`src/rtl/fifo_burst_reader.sv`:
```
// Read-side consumer for a show-ahead FIFO: pops words in bursts and re-emits
// each burst as a framed stream with a first-beat flag and a trailing XOR checksum beat.
module fifo_burst_reader #(
  parameter int DATA_WIDTH = 32,
  parameter int DATA_DEPTH = 8,
  parameter int BURST_LEN  = 4,
  parameter int TIMEOUT    = 16
) (
  input  logic                          clk_i,
  input  logic                          rstn_i,
  input  logic                          fifo_vld_i,
  output logic                          fifo_rdy_o,
  input  logic [DATA_WIDTH-1:0]         fifo_data_i,
  input  logic [$clog2(DATA_DEPTH):0]   fifo_cnt_i,
  input  logic                          flush_i,
  output logic                          out_vld_o,
  input  logic                          out_rdy_i,
  output logic [DATA_WIDTH-1:0]         out_data_o,
  output logic                          out_sof_o,
  output logic                          out_eof_o,
  output logic                          busy_o,
  output logic [15:0]                   burst_cnt_o
);

  localparam int CW = $clog2(DATA_DEPTH) + 1;
  localparam logic [CW-1:0] BL    = CW'(BURST_LEN);
  localparam logic [31:0]   TO_M1 = 32'(TIMEOUT - 1);

  typedef enum logic [1:0] {IDLE, BURST, CSUM} state_t;

  state_t                state;
  logic [CW-1:0]         len;
  logic [CW-1:0]         pcnt;
  logic [DATA_WIDTH-1:0] csum;
  logic [31:0]           wcnt;

  logic can_load;
  logic pop;
  logic full_go;
  logic short_go;
  logic last_pop;
  logic csum_load;

  // Handshake: a word moves from the FIFO on fifo_vld_i & fifo_rdy_o, and a beat
  // leaves on out_vld_o & out_rdy_i. fifo_rdy_o never looks at fifo_vld_i.
  assign can_load   = !out_vld_o || out_rdy_i;
  assign fifo_rdy_o = (state == BURST) && can_load;
  assign pop        = fifo_vld_i && fifo_rdy_o;
  assign last_pop   = pop && (pcnt == len - 1'b1);
  assign csum_load  = (state == CSUM) && can_load;
  assign full_go    = fifo_cnt_i >= BL;
  assign short_go   = (fifo_cnt_i != '0) &&
                      (flush_i || ((TIMEOUT != 0) && (wcnt == TO_M1)));
  assign busy_o     = (state != IDLE);

  always_ff @(posedge clk_i or negedge rstn_i) begin
    if (!rstn_i) begin
      state       <= IDLE;
      len         <= '0;
      pcnt        <= '0;
      csum        <= '0;
      wcnt        <= '0;
      out_vld_o   <= 1'b0;
      out_data_o  <= '0;
      out_sof_o   <= 1'b0;
      out_eof_o   <= 1'b0;
      burst_cnt_o <= '0;
    end else begin
      // Single-stage output register; a new load wins over draining.
      if (pop) begin
        out_vld_o  <= 1'b1;
        out_data_o <= fifo_data_i;
        out_sof_o  <= (pcnt == '0);
        out_eof_o  <= 1'b0;
      end else if (csum_load) begin
        out_vld_o  <= 1'b1;
        out_data_o <= csum;
        out_sof_o  <= 1'b0;
        out_eof_o  <= 1'b1;
      end else if (out_vld_o && out_rdy_i) begin
        out_vld_o  <= 1'b0;
      end

      case (state)
        IDLE: begin
          if (fifo_cnt_i == '0) wcnt <= '0;
          else                  wcnt <= wcnt + 32'd1;
          if (full_go) begin
            state <= BURST;
            len   <= BL;
            pcnt  <= '0;
            csum  <= '0;
            wcnt  <= '0;
          end else if (short_go) begin
            // Only the words counted now belong to this burst.
            state <= BURST;
            len   <= fifo_cnt_i;
            pcnt  <= '0;
            csum  <= '0;
            wcnt  <= '0;
          end
        end
        BURST: begin
          if (pop) begin
            csum <= csum ^ fifo_data_i;
            pcnt <= pcnt + 1'b1;
            if (last_pop) state <= CSUM;
          end
        end
        CSUM: begin
          if (can_load) begin
            burst_cnt_o <= burst_cnt_o + 16'd1;
            state       <= IDLE;
          end
        end
        default: state <= IDLE;
      endcase
    end
  end

endmodule

```
`config.mk`:
```
export PLATFORM = sky130hd
export DESIGN_NAME = fifo_burst_reader
export DESIGN_NICKNAME = d
export VERILOG_FILES = /design/src/rtl/fifo_burst_reader.sv
export SDC_FILE = /design/constraint.sdc
export NUM_CORES = 1
export LEC_CHECK = 0
export BUFFER_PORTS_ARGS = -buffer_cell sky130_fd_sc_hd__buf_2
export CORE_MARGIN = 2
export CORE_UTILIZATION = 37
export DETAILED_ROUTE_END_ITERATION = 8
export HOLD_SLACK_MARGIN = 0.06
export PLACE_DENSITY_LB_ADDON = 0.15
export SETUP_SLACK_MARGIN = 0.15
export SYNTH_ARGS = -nofsm -noshare
export SYNTH_HDL_FRONTEND = slang
export SYNTH_SLANG_ARGS = --single-unit
```
`constraint.sdc`:
```
create_clock -name clk_i -period 5.9 [get_ports clk_i]
set_input_delay 1.475 -clock clk_i [delete_from_list [all_inputs] [get_ports clk_i]]
set_output_delay 1.475 -clock clk_i [all_outputs]
set_load 0.02 [all_outputs]
```
==> run metrics <==
Yosys warning total=0; First DRT Iteration DRCs=around 360; Main synth FF type=sky130_fd_sc_hd__dfrtp_1; post-route standard cell area excluding fillers=7190 um^2; Tightest Hold Check Type=flop to flop; clock root buffer=sky130_fd_sc_hd__clkbuf_16; worst slew margin relative to its limit=about a fifth; number of clock sinks seen by CTS=125; instance area after placement=6570 um^2; final number of max-transition violations=0; number of antenna violations at the first check in global routing=0; register cell area after layout=~3100 um^2; setup repair after global routing missed its margin=false; Post-Route Utilization=45.6%; number of synthesized flops with an enable pin=0; worst-margin pin slew=1.18 ns; Max rail drop VDD=around 0.25 mV; master of the slowest instance on the critical path=sky130_fd_sc_hd__nand2b_1; portion of the clock cycle consumed by the worst path in the final layout=61.0%; weighted congestion reported at the end of routability-driven placement=about 0.81; Avg Inst Size Synth=10.0 um^2; TritonRoute pass-1 iters=4; number of failing hold endpoints at the final stage=0; die area=approximately 17000 um^2; Worst Path Max Fanout=7; element type at the critical path start=primary input; vias in the first global route=4562; hold-fix buffers at CTS=0; TritonCTS buffer count=17; area overhead of the layout relative to synthesis=21.1%; leakage power figure=3.46 nW; sum of overflow across all layers after global routing=0; Clock Skews=0.00970 ns; Synth Instances=between 500 and 600; number of cells after detailed placement=874; via count of the routed design=4604; number of diodes=0; Detail Placement HPWL=9100 um; most numerous cell on the critical path=sky130_fd_sc_hd__buf_2; reg2reg start=state[0]; GRT Util Overall=17.2%; reg-to-reg critical path endpoint=state[1]; post-route setup TNS=0 ns; fin nets=723; post-detailed-route wirelength per cell=15.3 um; count of cells resized by post-cts repair=0; area of the mapped netlist=5930 um^2; combined area of the multi-input logic cells=2630 um^2; core area=approximately 16000 um^2; final critical path time including I/O delays and setup=3.60 ns; pin count of the biggest net entering global routing=a little over 70; cell-by-cell trace of the critical path=buf_2, nand2b_1, and2_1, buf_2; crit path capture=fifo_rdy_o; source-to-sink clock delay at the later pin of the worst-skew pair=0.42 ns; number of design rule violations left after detail routing=0; Port Buffer Count=93; library cells used by synthesis=47; setup slack, reg-to-reg=3.35 ns; Critical Path Max Stage Delay=0.22 ns; library cell occupying the most area in the post-synthesis netlist=sky130_fd_sc_hd__dfrtp_1; total wire length after detailed routing=13900 um; number of filler cells placed in the layout=1563; num ports=94; CP Data Required Time=4.43 ns; top post-synthesis cells by area=sky130_fd_sc_hd__dfrtp_1 53%, sky130_fd_sc_hd__mux2i_1 5.6%, sky130_fd_sc_hd__xor2_1 5.3%, sky130_fd_sc_hd__nand2_1 4.8%, sky130_fd_sc_hd__o21ai_0 3.7%; die width=131 um; final-report setup violation count=0; asr flop ratio synth=100%; number of setup buffers added after CTS=0; nets in the synthesized netlist=638; run status=completed; crit path capture type=output pin; share of layout cells above drive strength 1=20.1%; critical path class=primary input to output pin; vertical die dimension=131 um; floorplan row count=46; Post-DRT Antenna Nets=0; post-synthesis register bit count=125; total number of H-tree levels=4; starting density of the core=37.6%; TritonCTS clock tree=built; clock slew at the register clock pins of the worst setup and hold paths=around 0.060 ns; post-layout instance count excluding filler cells=906; arrival time of data at the critical path endpoint=about 2.1 ns; first-pass GRT wire length=23000 um; sequential share of the synthesized area=52.7%; Max Clock Freq=278 MHz; post-synth top area share=52.7%; power density over cell area=between 400 and 500 nW/um^2; Bufs on Longest Clock Path=2; cell count of the worst reg-to-reg path=5; detailed-route vias per instance=approximately 5; crit path launch=out_rdy_i; Max Cap Viol=0
## synth_stat cells (3+ instances only)
cell / instances
sky130_fd_sc_hd__xnor2_1: 19
sky130_fd_sc_hd__nand2_1: 76
sky130_fd_sc_hd__nand3_1: 21
sky130_fd_sc_hd__mux2i_1: 33
sky130_fd_sc_hd__a31oi_1: 21
sky130_fd_sc_hd__a21o_1: 3
sky130_fd_sc_hd__nor4_1: 10
sky130_fd_sc_hd__nor2b_1: 3
sky130_fd_sc_hd__nor3_1: 11
sky130_fd_sc_hd__clkbuf_1: 21
sky130_fd_sc_hd__and3_1: 11
sky130_fd_sc_hd__a21oi_1: 24
sky130_fd_sc_hd__nor2_1: 47
sky130_fd_sc_hd__and2_1: 9
sky130_fd_sc_hd__inv_1: 8
sky130_fd_sc_hd__buf_2: 5
sky130_fd_sc_hd__o21ai_0: 44
sky130_fd_sc_hd__nand4_1: 17
sky130_fd_sc_hd__a41oi_1: 9
sky130_fd_sc_hd__dfrtp_1: 125
sky130_fd_sc_hd__ha_1: 5
sky130_fd_sc_hd__nand2b_1: 4
sky130_fd_sc_hd__xor2_1: 36
## worst min path at each step
stage                         start         endpoint  slack [ns]  cells past startpoint
floorplan                  wcnt[28]         wcnt[28]        0.47                      1
global route        burst_cnt_o[15]  burst_cnt_o[15]        0.49                      1
detailed placement  burst_cnt_o[15]  burst_cnt_o[15]        0.46                      1
finish              burst_cnt_o[15]  burst_cnt_o[15]        0.47                      1
global placement    burst_cnt_o[15]  burst_cnt_o[15]        0.46                      1
CTS                 burst_cnt_o[15]  burst_cnt_o[15]        0.47                      1
## routing by layer
layer,part of all wire (%),vias up,routed length [um],GRT usage (%)
met4,1.5,0,203,5.44
met5,0,-,0,0
met1,46,2224,6440,23.0
met2,47,104,6540,27.4
met3,4.9,17,677,4.64
li1,-,2259,-,-
## cells in the final DEF (no fill, tap or decap), types with 2 or more instances in the layout
cell / instances
sky130_fd_sc_hd__and3_2: 2
sky130_fd_sc_hd__nor4_1: 10
sky130_fd_sc_hd__clkbuf_16: 17
sky130_fd_sc_hd__nand4_1: 17
sky130_fd_sc_hd__a21o_1: 3
sky130_fd_sc_hd__buf_2: 92
sky130_fd_sc_hd__xor2_1: 36
sky130_fd_sc_hd__xnor2_1: 19
sky130_fd_sc_hd__and3_1: 10
sky130_fd_sc_hd__a41oi_1: 9
sky130_fd_sc_hd__or4_1: 2
sky130_fd_sc_hd__nor2b_1: 3
sky130_fd_sc_hd__nor2_1: 47
sky130_fd_sc_hd__bufinv_16: 3
sky130_fd_sc_hd__nand2b_1: 4
sky130_fd_sc_hd__inv_1: 8
sky130_fd_sc_hd__and4_1: 2
sky130_fd_sc_hd__o21ai_0: 44
sky130_fd_sc_hd__a22o_1: 2
sky130_fd_sc_hd__nor3_1: 11
sky130_fd_sc_hd__nand2_1: 75
sky130_fd_sc_hd__clkinvlp_4: 3
sky130_fd_sc_hd__mux2i_1: 33
sky130_fd_sc_hd__clkinv_2: 3
sky130_fd_sc_hd__nand3_1: 21
sky130_fd_sc_hd__ha_1: 5
sky130_fd_sc_hd__o21a_1: 2
sky130_fd_sc_hd__dfrtp_1: 125
sky130_fd_sc_hd__a31oi_1: 21
sky130_fd_sc_hd__a21oi_1: 24
sky130_fd_sc_hd__and2_1: 9
sky130_fd_sc_hd__buf_4: 6
sky130_fd_sc_hd__clkbuf_8: 4
## worst max-delay path, delay by kind of cell
family / cells / cell delay [ns]
AND/OR/NAND/NOR: 2 / 0.40
buffers and inverters: 2 / 0.25
## registers in the layout, summed over array words and instances (netlist names)
name / cells
csum: 32
out_vld_o: 1
state: 2
pcnt: 4
wcnt: 32
out_eof_o: 1
len: 4
out_data_o: 32
out_sof_o: 1
burst_cnt_o: 16
## where the power goes
group / internal (mW) / switching, mW / leakage [nW]
logic: 0.333 / 0.514 / 1.56
clock network: 0.707 / 0.378 / 0.298
registers: 1.12 / 0.191 / 1.60
## stage by stage
stage	total power, mW	hold WS, ns	setup WS (ns)
after detailed placement	2.18	0.462	2.30
after global placement	2.14	0.457	2.30
after global routing	3.46	0.492	2.26
final	3.25	0.470	2.30
after CTS	3.29	0.472	2.30
after floorplan	1.89	0.467	2.45
## cell type report
cell class                      instances  share of cell area [%]
Inverter                                8                   0.418
Clock inverter                         10                    1.90
Multi-Input combinational cell        427                    36.6
Sequential cell                       125                    43.5
Clock buffer                           22                    6.74
Timing Repair Buffer                   98                    7.03
Tap cell                              216                    3.76
## cells by family (layout without fill, tap and decap cells)
group,after synthesis,count (layout),synth area share (%)
AND/OR/NAND/NOR,219,219,17.9
buffers and inverters,40,138,2.97
adder cells (fa/ha/maj),5,5,1.05
flip-flops,125,125,52.7
XOR/XNOR,55,55,8.12
AO/OA/AOI/OAI,115,115,11.6
multiplexers,33,33,5.57
Note: power is estimated with default switching activity, not from simulation.
